<file path="src/rtl/systolic_edge_feeder.sv">
// Edge feeder for the NxN systolic array: buffers one A and one B matrix and
// replays them with the per-lane diagonal skew, then flushes with zero lanes.
module systolic_edge_feeder #(
  parameter int N  = 4,
  parameter int DW = 8,
  localparam int RW = (N > 1) ? $clog2(N) : 1
) (
  input  logic            clk,
  input  logic            reset_n,
  input  logic            in_valid,
  output logic            in_ready,
  input  logic            in_sel,
  input  logic [RW-1:0]   in_row,
  input  logic [N*DW-1:0] in_data,
  input  logic            start,
  output logic            busy,
  output logic            done,
  output logic            feed_en,
  output logic [N*DW-1:0] a_feed,
  output logic [N*DW-1:0] b_feed
);

  localparam int TW = $clog2(3 * N - 1);
  localparam logic [TW-1:0] LAST_STEP = TW'(3 * N - 3);

  typedef enum logic [1:0] {
    S_IDLE,
    S_FEED,
    S_DONE
  } state_t;

  state_t            r_state;
  logic [TW-1:0]     r_t;
  logic [DW-1:0]     r_a [N][N];
  logic [DW-1:0]     r_b [N][N];
  logic              r_busy;
  logic              r_done;
  logic              r_feed_en;
  logic [N*DW-1:0]   r_a_feed;
  logic [N*DW-1:0]   r_b_feed;

  logic [TW-1:0]     w_step;
  logic [N*DW-1:0]   w_a_next;
  logic [N*DW-1:0]   w_b_next;
  logic              w_accept;

  assign in_ready = reset_n && (r_state == S_IDLE) && !start;
  assign w_accept = in_valid && in_ready;

  assign busy    = r_busy;
  assign done    = r_done;
  assign feed_en = r_feed_en;
  assign a_feed  = r_a_feed;
  assign b_feed  = r_b_feed;

  // Lanes for the step being registered this edge: step 0 on the start edge,
  // otherwise the successor of the step currently on the outputs.
  always_comb begin
    w_step   = (r_state == S_FEED) ? (r_t + TW'(1)) : '0;
    w_a_next = '0;
    w_b_next = '0;
    for (int i = 0; i < N; i++) begin
      for (int k = 0; k < N; k++) begin
        if (i + k == int'(w_step)) begin
          w_a_next[i*DW +: DW] = r_a[i][k];
          w_b_next[i*DW +: DW] = r_b[k][i];
        end
      end
    end
  end

  always_ff @(posedge clk or negedge reset_n) begin
    if (!reset_n) begin
      r_state   <= S_IDLE;
      r_t       <= '0;
      r_busy    <= 1'b0;
      r_done    <= 1'b0;
      r_feed_en <= 1'b0;
      r_a_feed  <= '0;
      r_b_feed  <= '0;
      for (int r = 0; r < N; r++) begin
        for (int c = 0; c < N; c++) begin
          r_a[r][c] <= '0;
          r_b[r][c] <= '0;
        end
      end
    end else begin
      case (r_state)
        S_IDLE: begin
          if (start) begin
            r_state   <= S_FEED;
            r_t       <= '0;
            r_busy    <= 1'b1;
            r_feed_en <= 1'b1;
            r_a_feed  <= w_a_next;
            r_b_feed  <= w_b_next;
          end else if (w_accept) begin
            // Rows beyond N-1 match no bank row and are silently dropped.
            for (int r = 0; r < N; r++) begin
              if (in_row == RW'(r)) begin
                for (int c = 0; c < N; c++) begin
                  if (in_sel) r_b[r][c] <= in_data[c*DW +: DW];
                  else        r_a[r][c] <= in_data[c*DW +: DW];
                end
              end
            end
          end
        end
        S_FEED: begin
          if (r_t == LAST_STEP) begin
            r_state   <= S_DONE;
            r_feed_en <= 1'b0;
            r_done    <= 1'b1;
            r_a_feed  <= '0;
            r_b_feed  <= '0;
          end else begin
            r_t      <= r_t + TW'(1);
            r_a_feed <= w_a_next;
            r_b_feed <= w_b_next;
          end
        end
        S_DONE: begin
          r_state <= S_IDLE;
          r_t     <= '0;
          r_done  <= 1'b0;
          r_busy  <= 1'b0;
        end
        default: begin
          r_state   <= S_IDLE;
          r_t       <= '0;
          r_busy    <= 1'b0;
          r_done    <= 1'b0;
          r_feed_en <= 1'b0;
          r_a_feed  <= '0;
          r_b_feed  <= '0;
        end
      endcase
    end
  end

endmodule
</file>
<file path="config.mk">
export PLATFORM = sky130hd
export DESIGN_NAME = systolic_edge_feeder
export DESIGN_NICKNAME = d
export VERILOG_FILES = /design/src/rtl/systolic_edge_feeder.sv
export SDC_FILE = /design/constraint.sdc
export NUM_CORES = 1
export LEC_CHECK = 0
export CELL_PAD_IN_SITES_DETAIL_PLACEMENT = 0
export CELL_PAD_IN_SITES_GLOBAL_PLACEMENT = 1
export CORE_ASPECT_RATIO = 0.7
export CORE_MARGIN = 1
export CORE_UTILIZATION = 40
export DETAILED_ROUTE_END_ITERATION = 8
export PLACE_DENSITY_LB_ADDON = 0.1
export SLEW_MARGIN = 25
export SYNTH_ARGS = -nofsm -noshare
export SYNTH_HDL_FRONTEND = slang
export SYNTH_SLANG_ARGS = --single-unit
</file>
<file path="constraint.sdc">
create_clock -name clk -period 2.9 [get_ports clk]
set_input_delay 0.29 -clock clk [delete_from_list [all_inputs] [get_ports clk]]
set_output_delay 0.29 -clock clk [all_outputs]
set_load 0.02 [all_outputs]
</file>
After elaboration in Yosys (flattened, before gate mapping)
Cells that the tools add are included.

word-level totals
  flip-flop bits (word level) = 329
  output and inout port bits = 68

operators by class
  add/subtract/negate cells = 1
  eq/ne operators = 15
  mux-type cells = 51
  bitwise logic cells = 5
  reductions and logical operators = 21

operators by type and width
  operator                                                         number
  8-bit 2-to-1 mux                                                 32
  32-bit one-hot mux with 3 select lines                           2
  32-bit 2-to-1 mux                                                4
  5-bit AND reduction                                              8
  4-bit == test, first input constant                              3
  4-bit 2-to-1 mux                                                 3
  2-bit AND reduction                                              5
  3-bit by 4-bit == test with 1-bit output, first input constant   2
  4-bit one-hot mux with 2 select lines                            1
  2-bit == test, second input constant                             3
  1-bit inverter                                                   5
  4-bit by 1-bit adder with 4-bit output, second input constant    1
  2-bit by 1-bit == test with 1-bit output, second input constant  2
  2-bit by 4-bit == test with 1-bit output, first input constant   1
  4-bit == test, second input constant                             1
  2-bit logical NOT                                                2
  4-bit logical NOT                                                1
  2-bit 2-to-1 mux                                                 2
  2-bit != test, second input constant                             2
  1-bit one-hot mux with 2 select lines                            2
  2-bit one-hot mux with 2 select lines                            1
  1-bit logical AND                                                3
  1-bit 2-to-1 mux                                                 3
  1-bit one-hot mux with 3 select lines                            1
  3 further kinds                                                  3

Depth between registers and ports, before layout
  word-level depth = 9
  depth in mapped cells = 9
  depth with buffers taken out = 6

Worst setup path after synthesis
Ideal clock, no wire load.

  path type = register to register
  from = register r_t[0]
  to = register r_a_feed[4], in the netlist a_feed[4]
  data arrival time = 2171 ps
  setup slack = 597 ps
  stages on the path, launching flop included = 9
  path through = dfrtp_1 -> ha_1 -> or3b_1 -> clkbuf_1 -> or4_1 -> clkbuf_1 -> buf_2 -> o21ai_1 -> a32oi_1

on the way
  longest elaborated chain between the ends = 9
  elaborated cells on any way between the ends = 14
  those cells by class = add/sub: 1; eq/ne: 4; mux: 8; reduce/logical: 1

RTL lines
  what                                         line     text
  from (decl)                                  33       logic [TW-1:0] r_t;
  from (signal assigned)                       117      r_t <= r_t + TW'(1);
  4-bit by 1-bit adder with 4-bit output       59       w_step = (r_state == S_FEED) ? (r_t + TW'(1)) : '0;
  4-bit 2-to-1 mux                             59
  4-bit logical NOT                            64       if (i + k == int'(w_step)) begin
  8-bit 2-to-1 mux (4 in series)               64
  32-bit 2-to-1 mux, on equally long branches  110, 90
  32-bit one-hot mux with 3 select lines (*)   88       case (r_state)
  to (signal assigned)                         95       r_a_feed <= w_a_next;
  to (signal assigned)                         118      r_a_feed <= w_a_next;
  to (decl)                                    39       logic [N*DW-1:0] r_a_feed;

Mark *: on every way between the ends. The rest lies on a longest branch, timed or not. The select of a mux whose other input is x is not followed.
A chain may end at the register's enable or synchronous reset.

Worst setup path after layout
  from = register r_t[0]
  to = register r_b_feed[9], in the netlist b_feed[9]

on the way
  longest elaborated chain between the ends = 9
  elaborated cells on any way between the ends = 14
  those cells by class = add/sub: 1; eq/ne: 5; mux: 8

RTL lines
  what                                         line     text
  4-bit by 1-bit adder with 4-bit output       59
  4-bit 2-to-1 mux                             59
  2-bit by 4-bit == test with 1-bit output     64
  8-bit 2-to-1 mux (4 in series)               64
  32-bit 2-to-1 mux, on equally long branches  110, 90
  32-bit one-hot mux with 3 select lines (*)   88
  to (signal assigned)                         96       r_b_feed <= w_b_next;
  to (signal assigned)                         119      r_b_feed <= w_b_next;
  to (decl)                                    40       logic [N*DW-1:0] r_b_feed;

Marked as above.

==> summary.md <==
| Metric | Value |
|---|---|
| Status | `complete, but fails checks` |
| Violated checks | `design-rule violations` |
| Leakage | `8.11 nW` |
| Yosys cell types | `49` |
| Clk network pwr share | `25.1%` |
| Detailed Routing Iterations Pass 1 | `9` |
| Hold/Removal Path Class | `primary input to async pin` |
| DIE WIDTH | `about 230 um` |
| Via count of the first global-routing pass | `~11000` |
| CTS Sinks | `approximately 330` |
| Ant diodes | `0` |
| Post-CTS resize count | `0` |
| Core Box Area | `0.0371 mm2` |
| Starting Density | `just over 40%` |
| Reg power frac | `35.1%` |
| WL final | `47700 um` |
| Nets | `1388` |
| Min Tclk post-route | `2.69 ns` |
| Crit Path Max Fanout | `16` |
| Area growth syn-to-layout | `19.7%` |
| Port bufs | `between 100 and 150` |
| Post-synthesis instance total | `1254` |
| Clock tree buffer depth | `3` |
| Final hold violation count | `0` |
| Max_slew headroom | `between 40% and 50%` |
| Peak supply drop | `0.686 mV` |
| Largest area contributor in the netlist | `dfrtp_1` |
| P per Cell Area | `966 mW/mm2` |
| Ys async rst share | `100%` |
| Grt ovf | `0` |
| CTS clk-pin slew, worst paths | `0.06 ns` |
| Yosys warning total | `0` |
| Mapped Area | `0.0151 mm2` |
| Global-route wire length before repair | `72100 um` |
| CP Capture Type | `flop` |
| Synth Net Count | `1295` |
| Antenna viol nets, final | `0` |
| GR Util All Layers | `25.7%` |
| Combinational share of power | `39.8%` |
| DR vias | `10835` |
| Via density | `5.83` |
| Fraction of layout cells with a size suffix above 1 | `28.7%` |
| Crit path kind | `flop to flop` |
| Initial antenna violation count | `3` |
| GP Congestion | `0.798` |
| CP Launch Type | `flop` |
| Critical Path RT | `3.29 ns` |
| Post-CTS setup buffer count | `0` |
| Initial DRC Count | `1024` |
| Fin crit share | `roughly 90%` |
| Post-synth top cells | `329 x dfrtp_1, 268 x mux2_2, 118 x nand2_1, 56 x clkbuf_1, 49 x o21ai_0` |
| RSZ-0062 raised after global routing | `false` |
| Psw | `6.87 mW` |
| Synth Flop Type | `dfrtp_1` |
| DP HPWL | `about 28000 um` |
| Top post-synthesis cells by area | `dfrtp_1 55%, mux2_2 20%, nand2_1 2.9%` |
| EDFF count, synth | `0` |
| Max Clock Skew | `0.0122 ns` |
| Final setup TNS | `0 ns` |
| Top-Level Pins | `107` |
| Sequential element share of the synthesized area | `between 50% and 60%` |
| Die height | `164 um` |
| Area of the die | `0.0384 mm2` |
| H-tree depth | `2` |
| MaxCap Viol Count | `0` |
| Root buffer cell | `clkbuf_16` |
| Std-Cell Rows | `59` |
| Int Pwr | `about 11 mW` |
| Largest net degree at the start of global routing | `120` |
| Most frequent cell after synthesis | `dfrtp_1` |
| Post-route cell area | `0.0180 mm2` |
| CTS tree | `built` |
| Max Freq | `0.372 GHz` |
| Post-CTS Hold Fix Bufs | `1` |
| Final slew viol count | `0` |
| Crit path DAT | `3.08 ns` |
| Synth top area share | `54.7%` |
| Actual slew at the worst max-slew pin | `0.829 ns` |
| Sw frac | `39.5%` |
| CTS Buf Count | `35` |
| Drt wl/cell | `25.7 um` |
| Placed inst area | `0.0169 mm2` |
| Mean post-synth cell area | `between 10 and 15 um2` |
| Drt drc | `1` |
| Clk_lat worst skew | `0.53 ns` |
| Setup violators final | `0` |
| Flops & latches, synth | `329` |
## logic make-up after synthesis
family | after synthesis | synth area share, %
AO/OA/AOI/OAI | 258 | 12.5
buffers and inverters | 124 | 3.48
flip-flops | 329 | 54.7
XOR/XNOR | 5 | 0.341
adder cells (fa/ha/maj) | 2 | 0.166
AND/OR/NAND/NOR | 260 | 8.25
multiplexers | 276 | 20.6
## critical path: stages, from the launching register on
cell,delay [ns]
dfrtp_2,0.52
ha_1,0.35
xnor2_1,0.16
buf_4,0.17
or3_1,0.72
o31ai_1,0.48
a22oi_1,0.15
## power by group through the flow
| stage | clock, mW | combinational, mW | sequential, mW |
|---|---|---|---|
| final | 4.37 | 6.92 | 6.12 |
| after global routing | 4.64 | 7.47 | 6.23 |
| after CTS | 4.48 | 6.93 | 6.12 |
| after detailed placement | 0 | 6.90 | 6.19 |
| after global placement | 0 | 6.87 | 6.17 |
| after floorplan | 0 | 3.87 | 6.26 |
## area by class of cell
class	count	area (um2)
clock buffers	51	1040
clock inverters	10	53.8
fillers	3384	19100
inverters	19	71.3
multi-input cells	801	6380
flip-flops and latches	329	8230
well taps	488	611
repair buffers	161	1640
## worst paths after layout
path,to,start,cells after the start,slack [ns]
setup / recovery,b_feed[9]$_DFFE_PN0P_,r_t[0]$_DFFE_PN0P_,6,0.21
max in group asynchronous,r_a[113]$_DFFE_PN0P_,reset_n,4,1.42
setup reg to reg,b_feed[9]$_DFFE_PN0P_,r_t[0]$_DFFE_PN0P_,6,0.21
min in group clk,r_a[111]$_DFFE_PN0P_,r_a[111]$_DFFE_PN0P_,1,0.49
hold / removal,a_feed[12]$_DFFE_PN0P_,reset_n,2,0.15
hold reg to reg,r_a[111]$_DFFE_PN0P_,r_a[111]$_DFFE_PN0P_,1,0.49
## layer usage
metal  track usage, %  wire length (um)  share of wire (%)  up-vias
met1             38.2             22900                 48     5672
met3             3.94              2380                5.0       65
li1                 -                 -                  -     4812
met5                0                 0                  0        -
met4             7.08              1100                2.3        0
met2             38.6             21300                 45      286
## state kept, by name, indices dropped and copies added (netlist names)
signal and cells:
r_a 128, r_b 128, a_feed 32, b_feed 32
r_t 4, r_state 2, busy 1, done 1
feed_en 1
## cells in the final DEF, fill, tap and decap left out, drive strengths merged, types with 2 or more instances in the layout
| master | netlist | layout |
|---|---|---|
| a21oi | 20 | 20 |
| o2111ai | 12 | 12 |
| mux2i | 4 | 4 |
| nand3 | 39 | 39 |
| buf | 49 | 55 |
| nand3b | 3 | 3 |
| a211o | 16 | 16 |
| nand4bb | 2 | 2 |
| nor3b | 2 | 2 |
| nor2 | 34 | 34 |
| a2bb2oi | 17 | 17 |
| xor2 | 3 | 3 |
| clkbuf | 56 | 51 |
| o211a | 4 | 4 |
| nor3 | 21 | 21 |
| nand4b | 2 | 2 |
| a22oi | 45 | 45 |
| clkdlybuf4s50 | 0 | 105 |
| o31ai | 20 | 20 |
| dfrtp | 329 | 329 |
| ha | 2 | 2 |
| xnor2 | 2 | 2 |
| a32oi | 44 | 44 |
| or2 | 2 | 2 |
| nor2b | 9 | 9 |
| nand4 | 2 | 2 |
| clkinv | 0 | 9 |
| mux2 | 272 | 272 |
| o21ai | 61 | 61 |
| o311ai | 16 | 16 |
| nand2 | 118 | 118 |
| nand2b | 18 | 18 |
| inv | 19 | 20 |
## stage by stage
stage | hold WS [ns] | power, mW | worst slack (ns) | instances | utilization (%)
2_1_floorplan | -0.00559 | 10.1 | 0.597 | 1254 | -
3_3_place_gp | 0.0970 | 13.0 | 0.275 | 1796 | 45.5
6_report | 0.154 | 17.4 | 0.211 | 1859 | 48.5
4_1_cts | 0.142 | 17.5 | 0.257 | 1858 | 48.5
3_5_place_dp | 0.0945 | 13.1 | 0.242 | 1796 | 45.5
5_1_grt | 0.155 | 18.3 | 0.115 | 1859 | 48.5
Power figures use the tool's default switching activity.
==> edit: new RTL, same flow settings <==
`DW`: 8 -> 6.
--- a/src/rtl/systolic_edge_feeder.sv
+++ b/src/rtl/systolic_edge_feeder.sv
@@ -3,5 +3,5 @@
 module systolic_edge_feeder #(
   parameter int N  = 4,
-  parameter int DW = 8,
+  parameter int DW = 6,
   localparam int RW = (N > 1) ? $clog2(N) : 1
 ) (
Interface: changed (resized a_feed, b_feed and in_data); port bits go from 107 to 83. No check against the original RTL was run, so the function may have changed too.
==> edit against the original RTL <==
Synthesized cell count down 31%. Sequential cell count down 80. Area after synthesis down 27%. Worst setup slack better by 7.1 ps. Die area down 26%. Total power down 27%. Count of clock-buffer cells in the layout down 10. Cell area down 27%. Combinational power down 29%. Routed wire length down 32%. Highest routed layer is now met5. Non-clock buffer count down 42.
==> edit: results (changes against the original RTL) <==
Root Driver=clkbuf_16; Mapped Nets=901 (-30%); clk slew on worst S/H paths=60 ps (about the same); antenna-violating nets left=0 (unchanged); top cells by area, synth=dfrtp_1 (56%), mux2_2 (20%), a21oi_1 (2.3%); final wirelength=32.6 mm (-32%); dpl hpwl=21.0 mm (-26%); Fin Hold WS=482 ps (+328 ps); registers with the most flip-flops=r_a (96), r_b (96); vias in the first global route=8108 (-26%); Num CTS Buffers=26 (-26%); Clock Skews=19.9 ps (+7.71 ps); H-Tree Depth=1 (-1); GR Util met2=0.358 (-0.0273); r2r setup slk=220 ps; pin count of the biggest net entering global routing=147 (+23%); r2r worst-path depth=7 (+1); Yosys warnings=0 (unchanged); Hold Path Depth=2; Final GP Congestion=0.848 (+6.3%); outcome=completed; Clk Latency, worst-skew pair=530 ps (about the same); I/O Buffers=82 (-23%); first-pass GRT wire length=50.3 mm (-30%); slowest stage cell, crit path=nor2_1; fin nets=986 (-29%); Total Routing Usage GR=0.236 (-0.0207); critical path fanouts, max=12 (-4); Least-Margin Pin Slew=1060 ps (+227 ps); top cells by count, synth=dfrtp_1 (249), mux2_2 (194), nand2_1 (60); Fill cells=2420 (-28%); antenna violations before repair=4 (+1); Seq/Total Area, Yosys=0.564 (+0.0171); Hold Startpoint=a_feed[6]; Diodes inserted=0 (unchanged); met3 usage=0.0321 (-0.00728); met1 Use GR=0.353 (-0.0287); RR Startpoint=r_t[1]; post-CTS sizing=0 (unchanged); clock buffer depth=3 (unchanged); worst path arrival time=3120 ps (+40 ps); Worst Hold Class=flip-flop to flip-flop; Crit Reg-Reg Endpoint=a_feed[6]; TritonRoute pass-1 iters=5 (-4); crit-path max cell delay=820 ps (+100 ps); FFs w/ async S/R, synth=1.00 (unchanged); DR vias=7723 (-29%); worst vdd ir=0.000802 V (+17%); drt first-iter violations=549 (-46%); Leak=6.05 nW (-25%); Netlist cell types=48 (-2.0%); layout cells sized above 1=0.293 (+0.00601); Hold Path End=a_feed[6]
edit: worst reg2reg max path: stages (launching register included):
cell and delay [ps]:
dfrtp_1 410, inv_1 60, ha_1 450, nand4bb_1 160, nor2_1 820, a22oi_1 270, o22a_1 270, o21ai_0 150
edit: cell type report:
type	instances	share of cell area
clock buffer	41	0.0605
tap	364	0.0345
inverter	3	0.000853
clock inverter	2	0.000758
timing repair buffer	119	0.0866
multi-input combinational	554	0.345
sequential	249	0.472
edit: report_power, final:
part	leakage [nW]	switching [mW]	total, mW	internal, mW
logic	2.25	2.92	4.92	2.00
clock network	0.399	1.34	3.21	1.86
registers	3.40	0.407	4.56	4.15
edit: cell families after synthesis:
| kind of cell | share of synthesized area |
|---|---|
| DFF | 0.564 |
| AOI/OAI and AO/OA | 0.127 |
| muxes | 0.206 |
| and+or+nand+nor | 0.0692 |
| buffers and inverters | 0.0273 |
| xor gates and xnor gates | 0.00453 |
| adders and majority gates | 0.00226 |
edit: repair_timing:
item	4_1_cts	5_1_grt
setup buffers	0	0
hold endpoints to repair	43	0
hold buffers	1	0
edit: stage by stage:
step | utilization | cells | power [mW] | setup WS [ps] | instance area, sq um
5_1_grt | 0.491 | 1332 | 13.4 | 12.6 | 13200
3_5_place_dp | 0.460 | 1288 | 9.50 | 112 | 12400
6_report | 0.491 | 1332 | 12.7 | 218 | 13200
2_1_floorplan | - | 868 | 7.65 | 645 | 11000
3_3_place_gp | 0.460 | 1288 | 9.37 | 236 | 12400
4_1_cts | 0.491 | 1332 | 12.7 | 259 | 13200
edit: worst max-delay path by stage:
stage / from / end / slack (ps) / depth (start not counted)
global route: r_t[1] / a_feed[6] / 10 / 7
finish: r_t[1] / a_feed[6] / 220 / 7
CTS: r_t[1] / a_feed[6] / 260 / 7
global placement: start / r_a[52] / 240 / 6
floorplan: r_t[0] / a_feed[16] / 650 / 7
detailed placement: start / r_a[55] / 110 / 6
edit: routing by layer:
metal / vias up / wire length [um]
met1: 4064 / 16000
met2: 250 / 14100
li1: 3354 / -
met5: - / 11
met4: 2 / 707
met3: 53 / 1800
